--- src/rtl/tdm_demux_8_if.sv ---
// tdm_demux_8_if: TDM slot stream in, recovered eight-channel frame and status out.
interface tdm_demux_8_if #(parameter int WIDTH = 1);
  logic [WIDTH-1:0]   din;
  logic               din_valid;
  logic               fsync;
  logic [8*WIDTH-1:0] Y;
  logic               frame_valid;
  logic               locked;
  logic               sync_err;
  logic [2:0]         slot;
  modport master (output din, din_valid, fsync, input Y, frame_valid, locked, sync_err, slot);
  modport slave  (input din, din_valid, fsync, output Y, frame_valid, locked, sync_err, slot);
endinterface

--- src/rtl/tdm_demux_8.sv ---
// tdm_demux_8: recovers eight channels from a TDM stream, publishing whole frames only.
module tdm_demux_8 #(parameter int WIDTH = 1) (
  input logic clk,
  input logic rst,
  tdm_demux_8_if.slave bus
);
  typedef enum logic {HUNT, LOCKED} state_t;
  state_t             r_state, w_state_n;
  logic [2:0]         r_slot, w_slot_n;
  logic [8*WIDTH-1:0] r_shadow, w_shadow_n, r_y, w_y_n;
  logic               r_fv, w_fv_n, r_err, w_err_n;
  always_ff @(posedge clk or posedge rst)
    if (rst) begin
      r_state  <= HUNT;
      r_slot   <= '0;
      r_shadow <= '0;
      r_y      <= '0;
      r_fv     <= 1'b0;
      r_err    <= 1'b0;
    end else begin
      r_state  <= w_state_n;
      r_slot   <= w_slot_n;
      r_shadow <= w_shadow_n;
      r_y      <= w_y_n;
      r_fv     <= w_fv_n;
      r_err    <= w_err_n;
    end
  // fsync always restarts at slot 0; off slot 0 it also flags an early sync
  always_comb begin
    w_state_n  = r_state;
    w_slot_n   = r_slot;
    w_shadow_n = r_shadow;
    w_y_n      = r_y;
    w_fv_n     = 1'b0;
    w_err_n    = 1'b0;
    if (bus.din_valid) begin
      if (bus.fsync) begin
        w_err_n              = (r_state == LOCKED) && (r_slot != 3'd0);
        w_shadow_n[WIDTH-1:0] = bus.din;
        w_slot_n             = 3'd1;
        w_state_n            = LOCKED;
      end else if (r_state == LOCKED) begin
        if (r_slot == 3'd0) begin
          w_err_n   = 1'b1;
          w_state_n = HUNT;
        end else begin
          w_shadow_n[int'(r_slot)*WIDTH +: WIDTH] = bus.din;
          w_slot_n = r_slot + 3'd1;
          w_fv_n   = (r_slot == 3'd7);
          w_y_n    = (r_slot == 3'd7) ? w_shadow_n : r_y;
        end
      end
    end
  end
  assign bus.Y           = r_y;
  assign bus.frame_valid = r_fv;
  assign bus.sync_err    = r_err;
  assign bus.locked      = (r_state == LOCKED);
  assign bus.slot        = r_slot;
endmodule

--- src/flat_wrapper.sv ---
// flat-port wrapper written by rule: the top's interface ports become plain ports
module tdm_demux_8_flat 
#(parameter int WIDTH = 1)
  (clk, rst, bus_din, bus_din_valid, bus_fsync, bus_Y, bus_frame_valid, bus_locked, bus_sync_err, bus_slot);
  tdm_demux_8_if #(.WIDTH(WIDTH)) bus_i ();
  input logic clk;
  input logic rst;
  input wire logic [$bits(bus_i.din)-1:0] bus_din;
  input wire logic [$bits(bus_i.din_valid)-1:0] bus_din_valid;
  input wire logic [$bits(bus_i.fsync)-1:0] bus_fsync;
  output wire logic [$bits(bus_i.Y)-1:0] bus_Y;
  output wire logic [$bits(bus_i.frame_valid)-1:0] bus_frame_valid;
  output wire logic [$bits(bus_i.locked)-1:0] bus_locked;
  output wire logic [$bits(bus_i.sync_err)-1:0] bus_sync_err;
  output wire logic [$bits(bus_i.slot)-1:0] bus_slot;
  assign bus_i.din = bus_din;
  assign bus_i.din_valid = bus_din_valid;
  assign bus_i.fsync = bus_fsync;
  assign bus_Y = bus_i.Y;
  assign bus_frame_valid = bus_i.frame_valid;
  assign bus_locked = bus_i.locked;
  assign bus_sync_err = bus_i.sync_err;
  assign bus_slot = bus_i.slot;
  tdm_demux_8 #(.WIDTH(WIDTH)) u_core (.clk(clk), .rst(rst), .bus(bus_i));
endmodule
--- config.mk ---
export PLATFORM = sky130hd
export DESIGN_NAME = tdm_demux_8_flat
export DESIGN_NICKNAME = d
export VERILOG_FILES = /design/src/rtl/tdm_demux_8_if.sv /design/src/rtl/tdm_demux_8.sv /design/src/flat_wrapper.sv
export SDC_FILE = /design/constraint.sdc
export NUM_CORES = 1
export LEC_CHECK = 0
export CORE_MARGIN = 1
export CORE_UTILIZATION = 45
export DETAILED_ROUTE_END_ITERATION = 10
export PLACE_DENSITY_LB_ADDON = 0.15
export SLEW_MARGIN = 20
export SYNTH_ARGS = -nofsm -noshare
export SYNTH_HDL_FRONTEND = slang
export SYNTH_SLANG_ARGS = --single-unit
--- constraint.sdc ---
create_clock -name clk -period 2.2 [get_ports clk]
set_clock_uncertainty 0.15 [all_clocks]
set_input_delay 0.66 -clock clk [delete_from_list [all_inputs] [get_ports clk]]
set_output_delay 0.66 -clock clk [all_outputs]
set_load 0.01 [all_outputs]
==> key figures <==
Job
  • Max Cap Violations: 0

Hold path
  • Worst hold path depth: 1
  • Min-delay src: u_core.r_shadow[5]
  • Hold Path End: u_core.r_shadow[5]
  • Worst hold path type: flip-flop to flip-flop

Power and ir drop
  • Psw: 0.771 mW
  • LEAKAGE: 0.690 nW
  • Seq pwr share: 0.298
  • Maximum vdd ir drop: 742 µV
  • Design Power: 1.98 mW
  • Pwr Density: 1290 mW/mm²
  • Switching share of power: 0.390
  • Logic pwr share: 0.543
  • Internal: 1.20 mW
  • Clock group share of total power: 0.159

Synthesis
  • Syn avg cell area: 10.7 µm²
  • Post-Synth Adder-Cell Area: 0.0511
  • Complex-gate fraction of the synthesized area: 0.135
  • Post-synth cell types: 34
  • Share of the synthesized area in the top cell type: 0.450
  • Post-Syn Instances: 114
  • Mapped cell area: 0.00122 mm²
  • Area leader, netlist: dfrtp_1
  • YS warnings: 0
  • Most area-consuming cells after synthesis: dfrtp_1 (45%), mux2_2 (7.4%), ha_1 (5.1%)
  • Syn_nets: 124
  • Main combinational cell family by area after synthesis: simple AND/OR/NAND/NOR gates
  • Post-Synth Simple-Gate Area: 0.183
  • Multiplexer share of the synthesized area: 0.106
  • #FFs+latches synth: 22
  • Register area share after synthesis: 0.450
  • Synth Area in XOR/XNOR: 0

STA
  • Final worst setup slack: 33.9 ps
  • Max Fclk: 0.462 GHz
  • Tightest Pin Transition: 373 ps
  • Fin. Hold Viols: 0
  • Relative slew slack: 0.748
  • Setup violations, final: 0
  • Tmin final: 2170 ps
  • Tcrit/Tclk final: 0.985
  • RSZ-0062 raised after global routing: no
  • Slew Viols, Final: 0
  • Setup TNS: 0 ps

Finish
  • Number of diodes: 0
  • Layout area overhead: 25.4%
  • Fillcell total: 222
  • Final core utilization: 0.608
  • Final nets: 151
  • Share of cells above drive strength 1: 0.243

Critical path
  • Critical Path, Cell by Cell: buf_4 -> clkdlybuf4s50_1
  • Reg2Reg Setup Slack: 150 ps
  • Reg-to-reg endpoint: u_core.r_shadow[7]
  • Critical path class: flip-flop to output port
  • Reg2reg start: u_core.bus.slot[0]
  • Crit path required time: 1390 ps
  • Crit Path Max Fanout: 3
  • Max incr delay on CP: 530 ps
  • Crit start category: flip-flop
  • CP max stage cell: clkdlybuf4s50_1
  • CP delay by family, top: buffers and inverters
  • R2R depth: 6
  • Arrival @ worst endpoint: 1360 ps
  • Bufs and invs on worst path: 2
  • Crit end category: output port

Clocking
  • # clock sinks: 22
  • TritonCTS buffer count: 3
  • H-tree levels: 1
  • Clock tree buffer depth: 2
  • TritonCTS clock tree: built
  • CTS clock-pin slew for the worst setup and hold paths: 130 ps
  • Clk_lat worst skew: 320 ps
  • Clock Tree Root: clkbuf_4

Floorplan
  • Row cnt: 18
  • Die Wd: 54.1 µm
  • DIE HEIGHT: 54.1 µm
  • Core ar.: 0.00252 mm²
  • Initial Util: 0.485
  • Die area: 0.00293 mm²
  • I/O Pins: 19

Placement
  • Post-DP HPWL: 1850 µm
  • Place WS: -143 ps
  • IO Port Bufs: 18
  • Placer Congestion: 0.825

Drt
  • Initial drt markers: 31
  • Antenna viol nets, final: 0
  • Vias per std cell: 5.78
  • First drt pass iteration count: 4
  • Drt wl/cell: 15.0 µm
  • Routed WL: 2550 µm
  • Post-route DRC: 0
  • DR vias: 982

Status
  • Status: complete, no violations

Global route
  • Gr usage total: 0.195
  • Gr ovfl total: 0
  • First-pass GRT wire length: 4060 µm
  • Largest net degree at the start of global routing: 23
  • Vias in the first global route: 893
  • Initial antenna violation count: 0
-- state kept, by name, indices dropped and copies added (netlist names) --
signal                  cells
u_core.bus.locked           1
u_core.bus.Y                8
u_core.bus.sync_err         1
u_core.r_shadow             8
u_core.bus.slot             3
u_core.bus.frame_valid      1
-- synth_stat cells, drive strengths merged --
cell type  instances
dfrtp             22
a21oi             10
mux2               8
a31oi              6
buf                6
inv                6
ha                 5
nand4              5
mux2i              4
nand4b             4
a22o               3
clkbuf             3
nand2              3
nand2b             3
nor3               3
o21ai              3
o41ai              3
nor2               2
nor2b              2
nor4               2
a31o               1
and2               1
and2b              1
and3               1
and3b              1
and4bb             1
nand3              1
nand3b             1
nor3b              1
nor4b              1
or2                1
-- layer usage --
layer | track usage | wire (µm)
met5 | 0 | 0
met3 | 0.0254 | 139
met2 | 0.297 | 1130
met4 | 0.0769 | 52
met1 | 0.276 | 1240
-- placed cells by master, fill, tap and decap left out, types with 2 or more instances in the layout --
cell type,instances
a31oi_1,6
nand4_1,5
nor2_1,2
nor4_1,2
mux2_2,8
nand2b_1,3
o41ai_1,2
nand2_1,3
ha_1,4
nor3_1,3
inv_1,6
mux2i_1,4
nor2b_1,2
buf_4,13
nand4b_1,4
dfrtp_1,22
o21ai_0,3
clkdlybuf4s50_1,16
a21oi_1,10
a22o_1,2
clkbuf_4,3
-- metrics by stage --
step                      instance area, µm²  hold slack, ps  instances
final                                   1530             376        170
after global routing                    1530             398        170
after CTS                               1520             377        170
after detailed placement                1460             345        165
after global placement                  1460             338        165
after floorplan                         1220             324        114
-- kinds of logic after synthesis --
| logic type | after synthesis |
|---|---|
| muxes | 12 |
| adders and majority gates | 5 |
| and+or+nand+nor | 34 |
| buffers and inverters | 15 |
| AOI/OAI and AO/OA | 26 |
| DFF | 22 |
-- final cells by class --
| type | count | area (µm²) | share of cell area |
|---|---|---|---|
| multi-input combinational | 77 | 592 | 0.386 |
| sequential | 22 | 551 | 0.359 |
| tap | 30 | 37.5 | 0.0245 |
| clock inverter | 1 | 30.0 | 0.0196 |
| inverter | 6 | 22.5 | 0.0147 |
| timing repair buffer | 31 | 279 | 0.182 |
| clock buffer | 3 | 22.5 | 0.0147 |
-- power by group through the flow --
stage          Combinational [mW]  Sequential [mW]  Clock (mW)
2_1_floorplan               0.698            0.636           0
3_3_place_gp                 1.02            0.597           0
3_5_place_dp                 1.03            0.603           0
4_1_cts                      1.04            0.588       0.323
5_1_grt                      1.17            0.601       0.327
6_report                     1.07            0.589       0.314
-- timing repair --
| action | in CTS | in global routing |
|---|---|---|
| hold buffers | 0 | 0 |
| endpoints found under the setup margin | 2 | 2 |
| buffers inserted | 1 | 0 |
| resized for setup | 1 | 3 |
-- worst max path at each step --
stage | from | end | slack (ps) | cells past startpoint
floorplan | u_core.bus.slot[0] | u_core.r_shadow[5] | 30 | 8
global placement | bus_fsync | u_core.r_shadow[7] | -70 | 4
detailed placement | bus_fsync | u_core.r_shadow[7] | -140 | 4
CTS | u_core.bus.slot[1] | bus_slot[1] | 20 | 2
global route | u_core.bus.slot[2] | bus_slot[2] | 3 | 2
finish | u_core.bus.slot[2] | bus_slot[2] | 30 | 2
Note: power is estimated with default switching activity, not from simulation.
